[src/rtl/rv_pkg.sv]
// Shared types and field positions for the byte-serial RV32E fetch stage.
package rv_pkg;

    typedef enum logic {
        FETCH = 1'b0,
        HOLD  = 1'b1
    } fetch_state_e;

    localparam int INSTR_W   = 32;
    localparam int RS1_LSB   = 15;
    localparam int RS2_LSB   = 20;
    localparam int RD_LSB    = 7;
    localparam int REG_IDX_W = 4;

    // RV32E only has x0..x15, so the top bit of any 5-bit register field flags an illegal index.
    function automatic logic reg_out_of_range(input logic [INSTR_W-1:0] w);
        return w[RS1_LSB+REG_IDX_W] | w[RS2_LSB+REG_IDX_W] | w[RD_LSB+REG_IDX_W];
    endfunction

endpackage

[src/rtl/rv_byte_assembler.sv]
// Collects four little-endian bytes into a 32-bit word; done pulses with the fourth load.
module rv_byte_assembler
    import rv_pkg::*;
(
    input  logic               clk,
    input  logic               rst,
    input  logic               load_i,
    input  logic               clear_i,
    input  logic [7:0]         byte_i,
    output logic               done_o,
    output logic [1:0]         byte_cnt_o,
    output logic [INSTR_W-1:0] word_o
);

    logic [1:0]         cnt_q, cnt_d;
    logic [INSTR_W-1:0] word_q, word_d;

    always_comb begin
        cnt_d  = cnt_q;
        word_d = word_q;
        if (clear_i) begin
            cnt_d = 2'd0;
        end else if (load_i) begin
            word_d[{cnt_q, 3'b000} +: 8] = byte_i;
            cnt_d                        = cnt_q + 2'd1;
        end
    end

    always_ff @(posedge clk) begin
        if (rst) begin
            cnt_q  <= 2'd0;
            word_q <= '0;
        end else begin
            cnt_q  <= cnt_d;
            word_q <= word_d;
        end
    end

    assign done_o     = load_i & ~clear_i & (cnt_q == 2'd3);
    assign byte_cnt_o = cnt_q;
    assign word_o     = word_q;

endmodule

[src/rtl/rv_fetch_serial.sv]
// Byte-serial RV32E fetch: four byte reads per instruction, then hold until downstream accepts.
module rv_fetch_serial
    import rv_pkg::*;
#(
    parameter int              PC_W     = 12,
    parameter logic [PC_W-1:0] RESET_PC = '0
) (
    input  logic                 clk,
    input  logic                 rst,
    output logic                 mem_req,
    output logic [PC_W-1:0]      mem_addr,
    input  logic                 mem_ack,
    input  logic [7:0]           mem_rdata,
    input  logic                 redirect_valid,
    input  logic [PC_W-1:0]      redirect_pc,
    output logic                 instr_valid,
    input  logic                 instr_ready,
    output logic [INSTR_W-1:0]   instr,
    output logic [PC_W-1:0]      instr_pc,
    output logic [REG_IDX_W-1:0] rs1,
    output logic [REG_IDX_W-1:0] rs2,
    output logic [REG_IDX_W-1:0] rd,
    output logic                 reg_illegal
);

    localparam logic [PC_W-1:0] ALIGN_MASK = ~PC_W'(3);

    fetch_state_e    state_q, state_d;
    logic [PC_W-1:0] pc_q, pc_d;
    logic [PC_W-1:0] instr_pc_q, instr_pc_d;
    logic            valid_q, valid_d;
    logic            blank_q, blank_d;

    logic            byte_load;
    logic            asm_done;
    logic [1:0]      byte_cnt;

    // blank_q suppresses the request for one cycle after reset or redirect.
    assign mem_req   = (state_q == FETCH) & ~blank_q;
    assign mem_addr  = pc_q + PC_W'(byte_cnt);
    assign byte_load = mem_req & mem_ack & ~redirect_valid;

    rv_byte_assembler u_asm (
        .clk        (clk),
        .rst        (rst),
        .load_i     (byte_load),
        .clear_i    (redirect_valid),
        .byte_i     (mem_rdata),
        .done_o     (asm_done),
        .byte_cnt_o (byte_cnt),
        .word_o     (instr)
    );

    always_comb begin
        state_d    = state_q;
        pc_d       = pc_q;
        instr_pc_d = instr_pc_q;
        valid_d    = valid_q;
        blank_d    = 1'b0;
        if (redirect_valid) begin
            pc_d    = redirect_pc & ALIGN_MASK;
            valid_d = 1'b0;
            state_d = FETCH;
            blank_d = 1'b1;
        end else begin
            unique case (state_q)
                FETCH: begin
                    if (asm_done) begin
                        instr_pc_d = pc_q;
                        valid_d    = 1'b1;
                        state_d    = HOLD;
                    end
                end
                HOLD: begin
                    if (valid_q & instr_ready) begin
                        valid_d = 1'b0;
                        pc_d    = pc_q + PC_W'(4);
                        state_d = FETCH;
                    end
                end
                default: state_d = FETCH;
            endcase
        end
    end

    always_ff @(posedge clk) begin
        if (rst) begin
            state_q    <= FETCH;
            pc_q       <= RESET_PC & ALIGN_MASK;
            instr_pc_q <= '0;
            valid_q    <= 1'b0;
            blank_q    <= 1'b1;
        end else begin
            state_q    <= state_d;
            pc_q       <= pc_d;
            instr_pc_q <= instr_pc_d;
            valid_q    <= valid_d;
            blank_q    <= blank_d;
        end
    end

    assign instr_valid = valid_q;
    assign instr_pc    = instr_pc_q;
    assign rs1         = instr[RS1_LSB +: REG_IDX_W];
    assign rs2         = instr[RS2_LSB +: REG_IDX_W];
    assign rd          = instr[RD_LSB +: REG_IDX_W];
    assign reg_illegal = reg_out_of_range(instr);

endmodule

[config.mk]
export PLATFORM = sky130hd
export DESIGN_NAME = rv_fetch_serial
export DESIGN_NICKNAME = d
export VERILOG_FILES = /design/src/rtl/rv_pkg.sv /design/src/rtl/rv_byte_assembler.sv /design/src/rtl/rv_fetch_serial.sv
export SDC_FILE = /design/constraint.sdc
export NUM_CORES = 1
export LEC_CHECK = 0
export CAP_MARGIN = 20
export CORE_MARGIN = 1.5
export CORE_UTILIZATION = 47
export DETAILED_ROUTE_END_ITERATION = 8
export PLACE_DENSITY = 0.85
export RECOVER_POWER = 50
export SYNTH_ARGS = -nofsm -noshare
export SYNTH_HDL_FRONTEND = slang
export SYNTH_HIERARCHICAL = 1
export SYNTH_SLANG_ARGS = --single-unit
[constraint.sdc]
create_clock -name clk -period 7.4 [get_ports clk]
set_input_delay 1.48 -clock clk [delete_from_list [all_inputs] [get_ports clk]]
set_output_delay 1.48 -clock clk [all_outputs]
set_load 0.05 [all_outputs]
==> impl_results.md <==
- IO Pins: 96
- Routed vias: about 2200
- FMAX: 223 MHz
- P&R area growth vs syn: 41.2%
- DP HPWL: approximately 4.4 mm
- Synth Warn #: 6
- Die X: between 70 and 80 um
- Most used flip-flop cell after synthesis: dfxtp_1
- Ys async rst share: 0
- Layout Skew: approximately 0.0076 ns
- GR Overflow Total: 0
- Post-synth cell types: 53
- Crit path kind: primary input to flip-flop
- Final setup viols: 0
- Critical path required time: 7.61 ns
- Share of the synthesized area in the top cell type: 0.456
- Total power: about 670 uW
- H-tree Lvls: 3
- Slew HR: 0.546
- Clock period minus worst slack: about 4.5 ns
- Leakage: about 0.0014 uW
- Die footprint: slightly below 0.006 mm2
- Sink Count: 57
- Routed WL per cell: 15.2 um
- Setup total negative slack: 0 ns
- Crit Path Max Fanout: 19
- # rows: 26
- Num CTS Buffers: 9
- Core Util, Final: 0.691
- Status: completed
- TritonRoute pass-1 iters: 4
- Die H: 75.9 um
- P per Cell Area: 189 mW/mm2
- Mean post-synth cell area: between 9 and 10 um2
- Layout cells sized above 1: 0.0727
- Via density: ~5.4
- R2r setup slk: ~4.7 ns
- Nets: 370
- Post-Syn Area: between 0.002 and 0.0025 mm2
- Critical Path AT: roughly 4.7 ns
- Cell taking the most area after synthesis: dfxtp_1
- Routed WL: 6.30 mm
- RR Startpoint: state_q$_SDFF_PP0_
- Tightest Hold Check Type: flip-flop to flip-flop
- Yosys reg bits: 57
- Core Box Area: slightly above 0.005 mm2
- Worst R2R Path Depth: 8
- Final RePlAce weighted congestion: around 0.8
- WHS Path Cells: 2
- First-pass GRT wire length: roughly 10 mm
- CTS max path bufs: 2
- Crit path capture type: flip-flop
- Hold buffer count at cts: 0
- Number of flops mapped to enable cells by yosys: 0
- Final Cycle Share: 0.606
- Post-synthesis cell count: 260
- DRC errors left: 0
- Max-Cap Viols: 0
- Starting Density: 0.489
- RSZ-0062 raised after global routing: no
- Post-CTS setup buffer count: 0
- Post-Place Worst Slack: 2.41 ns
- Post-CTS resize count: 0
- Hold_ws: about 0.45 ns
- Number of global-route vias before repair: approximately 2000
- Final ANT Viol Nets: 0
- CTS Root Cell: clkbuf_8
- Critical path launch point type: primary input
- Clk slew on worst S/H paths: approximately 0.06 ns
- Worst-margin pin slew: 0.678 ns
- Reg2reg end: instr_pc[3]$_SDFFE_PP0P_
- I/O Buffers: between 90 and 100
- Diode count: 0
- Clk_lat worst skew: about 0.34 ns
- Most instantiated library cell after synthesis: dfxtp_1
- All-layer global routing usage: 0.222
- Hold Fails Final Rpt: 0
- Max-slew violation count: 0
- Synth area leaders: dfxtp_1 (46%), a22o_1 (5.6%), mux2i_1 (5.2%)
- DRT iter0 DRCs: slightly below 200
- Register area share after synthesis: 0.456
- Largest net degree at the start of global routing: 45
- Synth cell count leaders: dfxtp_1 (57), nand2_1 (22), nor2_1 (22), a21oi_1 (17), nand3_1 (17)
- Final WS setup: approximately 2.9 ns
- Crit. Startpoint: redirect_valid
- Worst vdd ir: between 0.0001 and 0.00015 V
- Critical Path End: instr_pc[3]$_SDFFE_PP0P_
- Initial antenna violation count: 0
- CTS tree: yes
-- where the power goes --
group	switching [uW]	internal, uW	leakage [uW]
registers	6.77	312	0.000462
clock network	119	164	0.0000974
logic	39.7	24.9	0.000880
-- per-stage QoR --
stage,instances,instance area (um2)
after floorplan,261,2500
after global placement,397,3330
after detailed placement,397,3330
after CTS,413,3520
after global routing,414,3530
final,414,3530
-- cell usage in the layout, fill, tap and decap left out, types with 3 or more instances in the layout --
cell type,instances
dfxtp_1,57
dlygate4sd3_1,54
clkdlybuf4s50_1,37
nor2_1,22
nand2_1,22
a21oi_1,17
nand3_1,17
a22o_1,16
mux2i_1,13
clkbuf_8,10
inv_1,6
ha_1,6
a211oi_1,5
or3_1,3
or4_1,3
a311oi_1,3
nand4_1,3
nor3_1,3
clkbuf_1,3
-- metal layers --
layer | GRT usage | vias up | share of wire
li1 | - | 1093 | -
met1 | 0.292 | 1046 | 0.45
met2 | 0.342 | 75 | 0.47
met3 | 0.0470 | 19 | 0.049
met4 | 0.119 | 0 | 0.032
met5 | 0 | - | 0
-- critical path: stages --
cell and delay, ns:
dlygate4sd3_1 0.78, inv_1 0.44, and3_1 0.40, nand3b_2 0.24
clkinv_1 0.25, nor3b_2 0.62, buf_6 0.22, mux2i_1 0.19
nor2_1 0.06
-- registers in the layout (all words and copies together), names as in the netlist --
name              cells
blank_q               1
u_asm/word_o         32
pc_q                 10
instr_pc             10
state_q               1
instr_valid           1
u_asm/byte_cnt_o      2
-- cell type report --
type	instances	area, um2
clock buffers	13	149
clock inverters	3	40.0
fillers	417	1580
inverters	7	26.3
multi-input cells	171	1160
flip-flops and latches	57	1140
well taps	70	87.6
repair buffers	93	930
-- cells by family (layout without fill, tap and decap cells) --
logic type      Yosys count  count (layout)  share of synthesized area
compound gates           55              55                      0.159
mux                      14              14                     0.0566
buf+inv                  33             116                     0.0846
other cells               1               2                    0.00150
fa+ha+maj                 6               6                     0.0300
simple gates             91              91                      0.202
flops                    57              57                      0.456
xor+xnor                  3               3                     0.0105
-- worst min path at each step --
| stage | startpoint | to |
|---|---|---|
| floorplan | state_q$_SDFF_PP0_ | state_q$_SDFF_PP0_ |
| global placement | u_asm/word_o[30]$_SDFFE_PP0P_ | u_asm/word_o[30]$_SDFFE_PP0P_ |
| detailed placement | u_asm/word_o[30]$_SDFFE_PP0P_ | u_asm/word_o[30]$_SDFFE_PP0P_ |
| CTS | u_asm/word_o[30]$_SDFFE_PP0P_ | u_asm/word_o[30]$_SDFFE_PP0P_ |
| global route | u_asm/word_o[26]$_SDFFE_PP0P_ | u_asm/word_o[26]$_SDFFE_PP0P_ |
| finish | u_asm/word_o[30]$_SDFFE_PP0P_ | u_asm/word_o[30]$_SDFFE_PP0P_ |
Power figures use the tool's default switching activity.
